### src/rtl/serv_seqctl_pkg.sv
// Shared types and elaboration helpers for the serial-datapath sequencer.
//   state_t     : instruction phase (IDLE -> [INIT -> WAIT2] -> RUN -> IDLE)
//   chunk_last  : counter value of the final W-bit chunk of a 32-bit pass
//   w_legal     : true for supported datapath widths (1, 2, 4, 8)
package serv_seqctl_pkg;

    typedef enum logic [1:0] {
        IDLE  = 2'd0,
        INIT  = 2'd1,
        WAIT2 = 2'd2,
        RUN   = 2'd3
    } state_t;

    function automatic logic [4:0] chunk_last(input int w);
        return 5'(32 - w);
    endfunction

    function automatic bit w_legal(input int w);
        return (w == 1) || (w == 2) || (w == 4) || (w == 8);
    endfunction

endpackage

### src/rtl/serv_seqctl_cnt.sv
// Bit-position counter for one 32-bit serial pass, W bits per cycle.
//   clk, rst  : clock, synchronous active-high reset (honoured when RESET_EN)
//   run       : a counting stage (INIT/RUN) is active
//   stall     : hold the counter and suppress all strobes
//   cnt       : LSB index of the current chunk
//   cnt_en    : counter advancing this cycle
//   cnt_done  : final chunk is being processed this cycle
module serv_seqctl_cnt
    import serv_seqctl_pkg::*;
#(
    parameter int W        = 1,
    parameter bit RESET_EN = 1'b1
) (
    input  logic       clk,
    input  logic       rst,
    input  logic       run,
    input  logic       stall,
    output logic [4:0] cnt,
    output logic       cnt_en,
    output logic       cnt_done
);

    localparam logic [4:0] STEP = 5'(W);
    localparam logic [4:0] LAST = chunk_last(W);

    assign cnt_en   = run & ~stall;
    assign cnt_done = cnt_en & (cnt == LAST);

    // Outside a counting stage the counter sits at 0, so every pass starts
    // from chunk 0. The 5-bit add wraps from 32-W back to 0 by itself.
    always_ff @(posedge clk) begin
        if (rst && RESET_EN) begin
            cnt <= '0;
        end else if (!run) begin
            cnt <= '0;
        end else if (!stall) begin
            cnt <= cnt + STEP;
        end
    end

endmodule

### src/rtl/serv_seqctl.sv
// State/counter controller for a W-bit-per-cycle serial RISC-V core.
// Sequences fetch, optional INIT pass, WAIT2 (memory/RF turnaround) and RUN.
//   i_clk, i_rst        : clock, synchronous active-high reset
//   i_stall             : freezes counting and counter-derived strobes
//   i_* decoder inputs  : instruction class controls, compare, misalign flags
//   o_ibus_cyc/i_ibus_ack, o_dbus_cyc/i_dbus_ack : bus handshakes
//   o_rf_rreq/o_rf_wreq/i_rf_ready/o_rf_rd_en   : register-file handshakes
//   o_cnt*, o_mem_bytecnt, o_init                : pass position decodes
//   o_ctrl_pc_en/o_ctrl_jump/o_ctrl_trap         : PC control
module serv_seqctl
    import serv_seqctl_pkg::*;
#(
    parameter int    W              = 1,
    parameter string RESET_STRATEGY = "MINI",
    parameter int    WITH_CSR       = 1,
    parameter int    ALIGN          = 0
) (
    input  logic       i_clk,
    input  logic       i_rst,
    input  logic       i_stall,
    input  logic       i_new_irq,
    input  logic       i_alu_cmp,
    input  logic       i_two_stage_op,
    input  logic       i_branch_op,
    input  logic       i_cond_branch,
    input  logic       i_bne_or_bge,
    input  logic       i_shift_op,
    input  logic       i_sh_right,
    input  logic       i_slt_or_branch,
    input  logic       i_dbus_en,
    input  logic       i_e_op,
    input  logic       i_rd_op,
    input  logic       i_sh_done,
    input  logic       i_ctrl_misalign,
    input  logic       i_mem_misalign,
    output logic       o_ibus_cyc,
    input  logic       i_ibus_ack,
    output logic       o_dbus_cyc,
    input  logic       i_dbus_ack,
    output logic       o_rf_rreq,
    output logic       o_rf_wreq,
    input  logic       i_rf_ready,
    output logic       o_rf_rd_en,
    output logic [4:0] o_cnt,
    output logic       o_cnt_en,
    output logic       o_cnt0,
    output logic       o_cnt0to3,
    output logic       o_cnt12to31,
    output logic       o_cnt_done,
    output logic [1:0] o_mem_bytecnt,
    output logic       o_init,
    output logic       o_ctrl_pc_en,
    output logic       o_ctrl_jump,
    output logic       o_ctrl_trap
);

    localparam bit RESET_EN = (RESET_STRATEGY != "NONE");
    localparam bit CSR_EN   = (WITH_CSR != 0);
    localparam bit ALIGN_EN = (ALIGN != 0);

    if (!w_legal(W)) begin : g_bad_w
        $fatal(1, "serv_seqctl: W must be 1, 2, 4 or 8");
    end

    state_t state;
    logic   ibus_cyc;
    logic   jump;
    logic   trap_r;
    logic   wait2_seen;
    logic   running;
    logic   cnt_done;
    logic   take_branch;
    logic   trap_next;

    // A pass being aborted by reset must not emit completion strobes.
    assign running = ((state == INIT) || (state == RUN)) && !(i_rst && RESET_EN);

    serv_seqctl_cnt #(
        .W        (W),
        .RESET_EN (RESET_EN)
    ) u_cnt (
        .clk      (i_clk),
        .rst      (i_rst),
        .run      (running),
        .stall    (i_stall),
        .cnt      (o_cnt),
        .cnt_en   (o_cnt_en),
        .cnt_done (cnt_done)
    );

    assign take_branch = i_branch_op & (~i_cond_branch | (i_alu_cmp ^ i_bne_or_bge));
    assign trap_next   = CSR_EN & ((take_branch & i_ctrl_misalign & ~ALIGN_EN) |
                                   (i_dbus_en & i_mem_misalign));

    // Later assignments win: a done in RUN re-arms the fetch even when the
    // previous fetch is acknowledged in the same cycle; reset overrides all.
    always_ff @(posedge i_clk) begin
        wait2_seen <= (state == WAIT2);
        if (i_ibus_ack) begin
            ibus_cyc <= 1'b0;
        end
        case (state)
            IDLE: begin
                if (i_rf_ready) begin
                    state <= (i_two_stage_op && !i_new_irq) ? INIT : RUN;
                end
            end
            INIT: begin
                if (cnt_done) begin
                    state  <= WAIT2;
                    jump   <= take_branch;
                    trap_r <= trap_next;
                end
            end
            WAIT2: begin
                if (i_rf_ready) begin
                    state <= RUN;
                end
            end
            RUN: begin
                if (cnt_done) begin
                    state    <= IDLE;
                    ibus_cyc <= 1'b1;
                    jump     <= 1'b0;
                    trap_r   <= 1'b0;
                end
            end
            default: state <= IDLE;
        endcase
        if (i_rst) begin
            ibus_cyc <= 1'b1;
            if (RESET_EN) begin
                state      <= IDLE;
                jump       <= 1'b0;
                trap_r     <= 1'b0;
                wait2_seen <= 1'b0;
            end
        end
    end

    assign o_ibus_cyc    = ibus_cyc & ~i_rst;
    assign o_cnt_done    = cnt_done;
    assign o_cnt0        = o_cnt_en & (o_cnt == 5'd0);
    assign o_cnt0to3     = (o_cnt < 5'd4);
    assign o_cnt12to31   = (o_cnt >= 5'd12);
    assign o_mem_bytecnt = o_cnt[4:3];
    assign o_init        = (state == INIT);
    assign o_ctrl_pc_en  = o_cnt_en & (state == RUN);
    assign o_ctrl_jump   = jump;
    assign o_ctrl_trap   = CSR_EN & (i_e_op | i_new_irq | trap_r);
    assign o_rf_rd_en    = i_rd_op & (state == RUN);

    // Trapping skips the memory access and write-back; instead the RF is asked
    // once for the trap-vector read.
    assign o_dbus_cyc = (state == WAIT2) & i_dbus_en & ~i_mem_misalign & ~trap_r;
    assign o_rf_wreq  = (state == WAIT2) & ~trap_r &
                        ((i_shift_op & (i_sh_done | ~i_sh_right)) | i_dbus_ack | i_slt_or_branch);
    assign o_rf_rreq  = i_ibus_ack | ((state == WAIT2) & trap_r & ~wait2_seen);

endmodule

### config.mk
export PLATFORM = sky130hd
export DESIGN_NAME = serv_seqctl
export DESIGN_NICKNAME = d
export VERILOG_FILES = /design/src/rtl/serv_seqctl_pkg.sv /design/src/rtl/serv_seqctl_cnt.sv /design/src/rtl/serv_seqctl.sv
export SDC_FILE = /design/constraint.sdc
export NUM_CORES = 1
export LEC_CHECK = 0
export BUFFER_PORTS_ARGS = -buffer_cell sky130_fd_sc_hd__buf_2
export CAP_MARGIN = 25
export CORE_UTILIZATION = 30
export CTS_CLUSTER_SIZE = 12
export DETAILED_ROUTE_END_ITERATION = 16
export PLACE_DENSITY = 0.6
export RECOVER_POWER = 50
export SLEW_MARGIN = 40
export SYNTH_ARGS = -nofsm -noshare
export SYNTH_HDL_FRONTEND = slang
export SYNTH_SLANG_ARGS = --single-unit
### constraint.sdc
create_clock -name i_clk -period 4.7 [get_ports i_clk]
set_clock_uncertainty 0.2 [all_clocks]
set_input_delay 0.235 -clock i_clk [delete_from_list [all_inputs] [get_ports i_clk]]
set_output_delay 0.235 -clock i_clk [all_outputs]
set_load 0.005 [all_outputs]
==> reports/results.ini <==
[run_status]
outcome=finished, final reports clean

[cells_and_area]
nNetsFinal=155
final_cell_mix=buf_2, dfxtp_1, nor2_1, ha_1, clkbuf_1
drive_above_1_share=0.328
num_antenna_cells=0
area_delta_synth_final_pct=30.2
final_common_cell=buf_2

[sta]
rsz0062_at_grt=no
period_minus_slack_ns=2.29
final_hold_viol_count=0
fin_crit_sh=0.487
fin_tns_setup_ns=0
max_clock_freq_mhz=437
hold_ws_ns=0.0613
slew_headroom=0.658
tightest_slew_ns=0.508
setup_viol=0
drv_slew=0

[synthesis]
synth_area_um2=751
yosys-top-cells-area=dfxtp_1, ha_1, mux2i_1, nor2_1, inv_1
synth-edff-count=0
syn_avg_cell_area_um2=8.94
syn_nets=113
async_flop_share=0
yosys_most_used_dff=dfxtp_1
synth_top_area_frac=0.293
yosysWarnings=0
ys_ff_latch=11
synthCells=84
synth_area_leader_cell=dfxtp_1
yosys.cell_types.count=35
synth.yosys.seq_area_share=0.293

[clock_network]
clk_root_buffer_cell=clkbuf_4
clkLatencyLatePin_ns=0.26
clk_pin_slew_ns=0.07
cts_resized=0
post-cts-setup-buffers=0
htree_levels=1
cts_tree=built
numCtsBuffers=3
clock-sinks=11
clockBufferDepth=2
cts_hold_buf=0

[min_path]
min_path_cells=2
hold_path_class=primary input to flop
hp-start=i_rst
holdPathEnd=wait2_seen

[power]
p_int_w=0.000194
p_per_area_mw_per_mm2=304
p_sw_frac=0.347
p_clk_frac=0.211
max-vdd-ir-drop_v=0.000199
leakagePower_nw=0.484
sequentialPowerShare=0.386
power_switching_w=0.000103
pwr-share-comb=0.403

[setup_path]
required_ns=4.26
reg2reg_to=trap_r
crit_path_max_fanout=5
crit_path_frequent_cell=ha_1
rr_startpoint=u_cnt.cnt[0]
path_class=flop to output pin
cp_slowest_cell=dfxtp_1
worstPathArrival_ns=1.86
r2r_slack_ns=2.76
end_kind=output pin
path_cells=ha_1, and3_1, ha_1, or3b_4, nor2_1, buf_2
cp-start-kind=flop
critPathMaxStageDelay_ns=0.41
rr_worst_depth=6

[floorplanning]
pin_count=42
initial_core_util=0.330
dieHeight_um=52.0
die_area_mm2=0.00271
core_mm2=0.00228
fp.dieW_um=52.0
placementRows=17

[grt]
grt_max_degree=11
first_global_vias=636
grt_pass1_wl_um=2660
met1_usage=0.164
grt.met3_usage=0.0351
grtUsageTotal=0.133
use_met2=0.216
gr-total-overflow=0
top_usage_layer=met2
antenna_found_initial=0

[flow_run]
max_cap_viol_count=0

[routing]
vias=735
drt_iter0_drc=2
wl_per_cell_um=10.6
route.detailed.drc=0
detail-route-antenna-nets=0
routed_via_density=4.80
wirelength_um=1620
drt-pass1-iter-count=2

[place]
place_congestion=0.717
io_buffers=41
hpwl_um=1330

-- power groups by stage --
| stage | clock (W) | sequential [W] | combinational, W |
|---|---|---|---|
| after floorplan | 0 | 0.000115 | 0.0000830 |
| after global placement | 0 | 0.000116 | 0.000119 |
| after detailed placement | 0 | 0.000117 | 0.000122 |
| after CTS | 0.0000648 | 0.000115 | 0.000122 |
| after global routing | 0.0000721 | 0.000116 | 0.000138 |
| final | 0.0000626 | 0.000115 | 0.000120 |
-- cell type report --
class	instances	area [µm²]
Tap cell	28	35.0
Multi-Input combinational cell	62	473
Clock buffer	4	26.3
Sequential cell	11	220
Timing Repair Buffer	41	196
Inverter	7	26.3
Fill cell	234	1300
-- through the flow --
step | util | total power, W | worst slack, ns | area, µm² | std cells
finish | 0.429 | 0.000298 | 2.41 | 977 | 153
CTS | 0.433 | 0.000301 | 2.40 | 986 | 153
detailed placement | 0.422 | 0.000238 | 2.71 | 960 | 149
global route | 0.429 | 0.000326 | 2.27 | 977 | 153
global placement | 0.422 | 0.000235 | 2.74 | 960 | 149
floorplan | - | 0.000197 | 2.89 | 751 | 84
-- synth_stat cells, types with 2 or more instances --
library cell and instances:
nor2_1 8, nand3b_1 3, ha_1 8, nor3_1 2, inv_1 7, buf_4 2
xnor2_1 2, a211oi_1 2, dfxtp_1 11, nor2b_1 2, mux2i_1 3, nor3b_1 3
and3_1 2, xor2_1 2, o21ai_0 2, o211ai_1 2, nand2_1 5
-- flip-flops by register name (all words and copies together) (netlist names) --
name and cells:
u_cnt.cnt 5, o_ctrl_jump 1, ibus_cyc 1, trap_r 1, wait2_seen 1, state 2
-- how the worst max path moves through the flow --
| stage | startpoint | end | slack [ns] | cells after the start |
|---|---|---|---|---|
| 2_1_floorplan | u_cnt.cnt[0] | o_cnt_done | 2.89 | 5 |
| 3_3_place_gp | u_cnt.cnt[0] | o_cnt_done | 2.74 | 6 |
| 3_5_place_dp | u_cnt.cnt[0] | o_cnt_done | 2.71 | 6 |
| 4_1_cts | u_cnt.cnt[0] | o_cnt_done | 2.40 | 6 |
| 5_1_grt | u_cnt.cnt[0] | o_cnt_done | 2.27 | 6 |
| 6_report | u_cnt.cnt[0] | o_cnt_done | 2.41 | 6 |
-- critical path, delay by kind of cell (launching register included) --
family / cells / cell delay [ns]
fa+ha+maj: 2 / 0.37
buf+inv: 1 / 0.13
flops: 1 / 0.41
simple gates: 3 / 0.68
-- routing by layer --
metal  part of all wire  vias up
li1                   -      378
met1               0.46      327
met2               0.47       28
met3              0.064        2
met4             0.0080        0
met5                  0        -
-- cells by family after synthesis --
| family | Yosys count | share of synthesized area |
|---|---|---|
| AO/OA/AOI/OAI | 13 | 0.133 |
| XOR/XNOR | 4 | 0.0467 |
| adder cells (fa/ha/maj) | 8 | 0.133 |
| buffers and inverters | 11 | 0.0767 |
| flip-flops | 11 | 0.293 |
| multiplexers | 3 | 0.0400 |
| AND/OR/NAND/NOR | 34 | 0.277 |
Note: power is estimated with default switching activity, not from simulation.
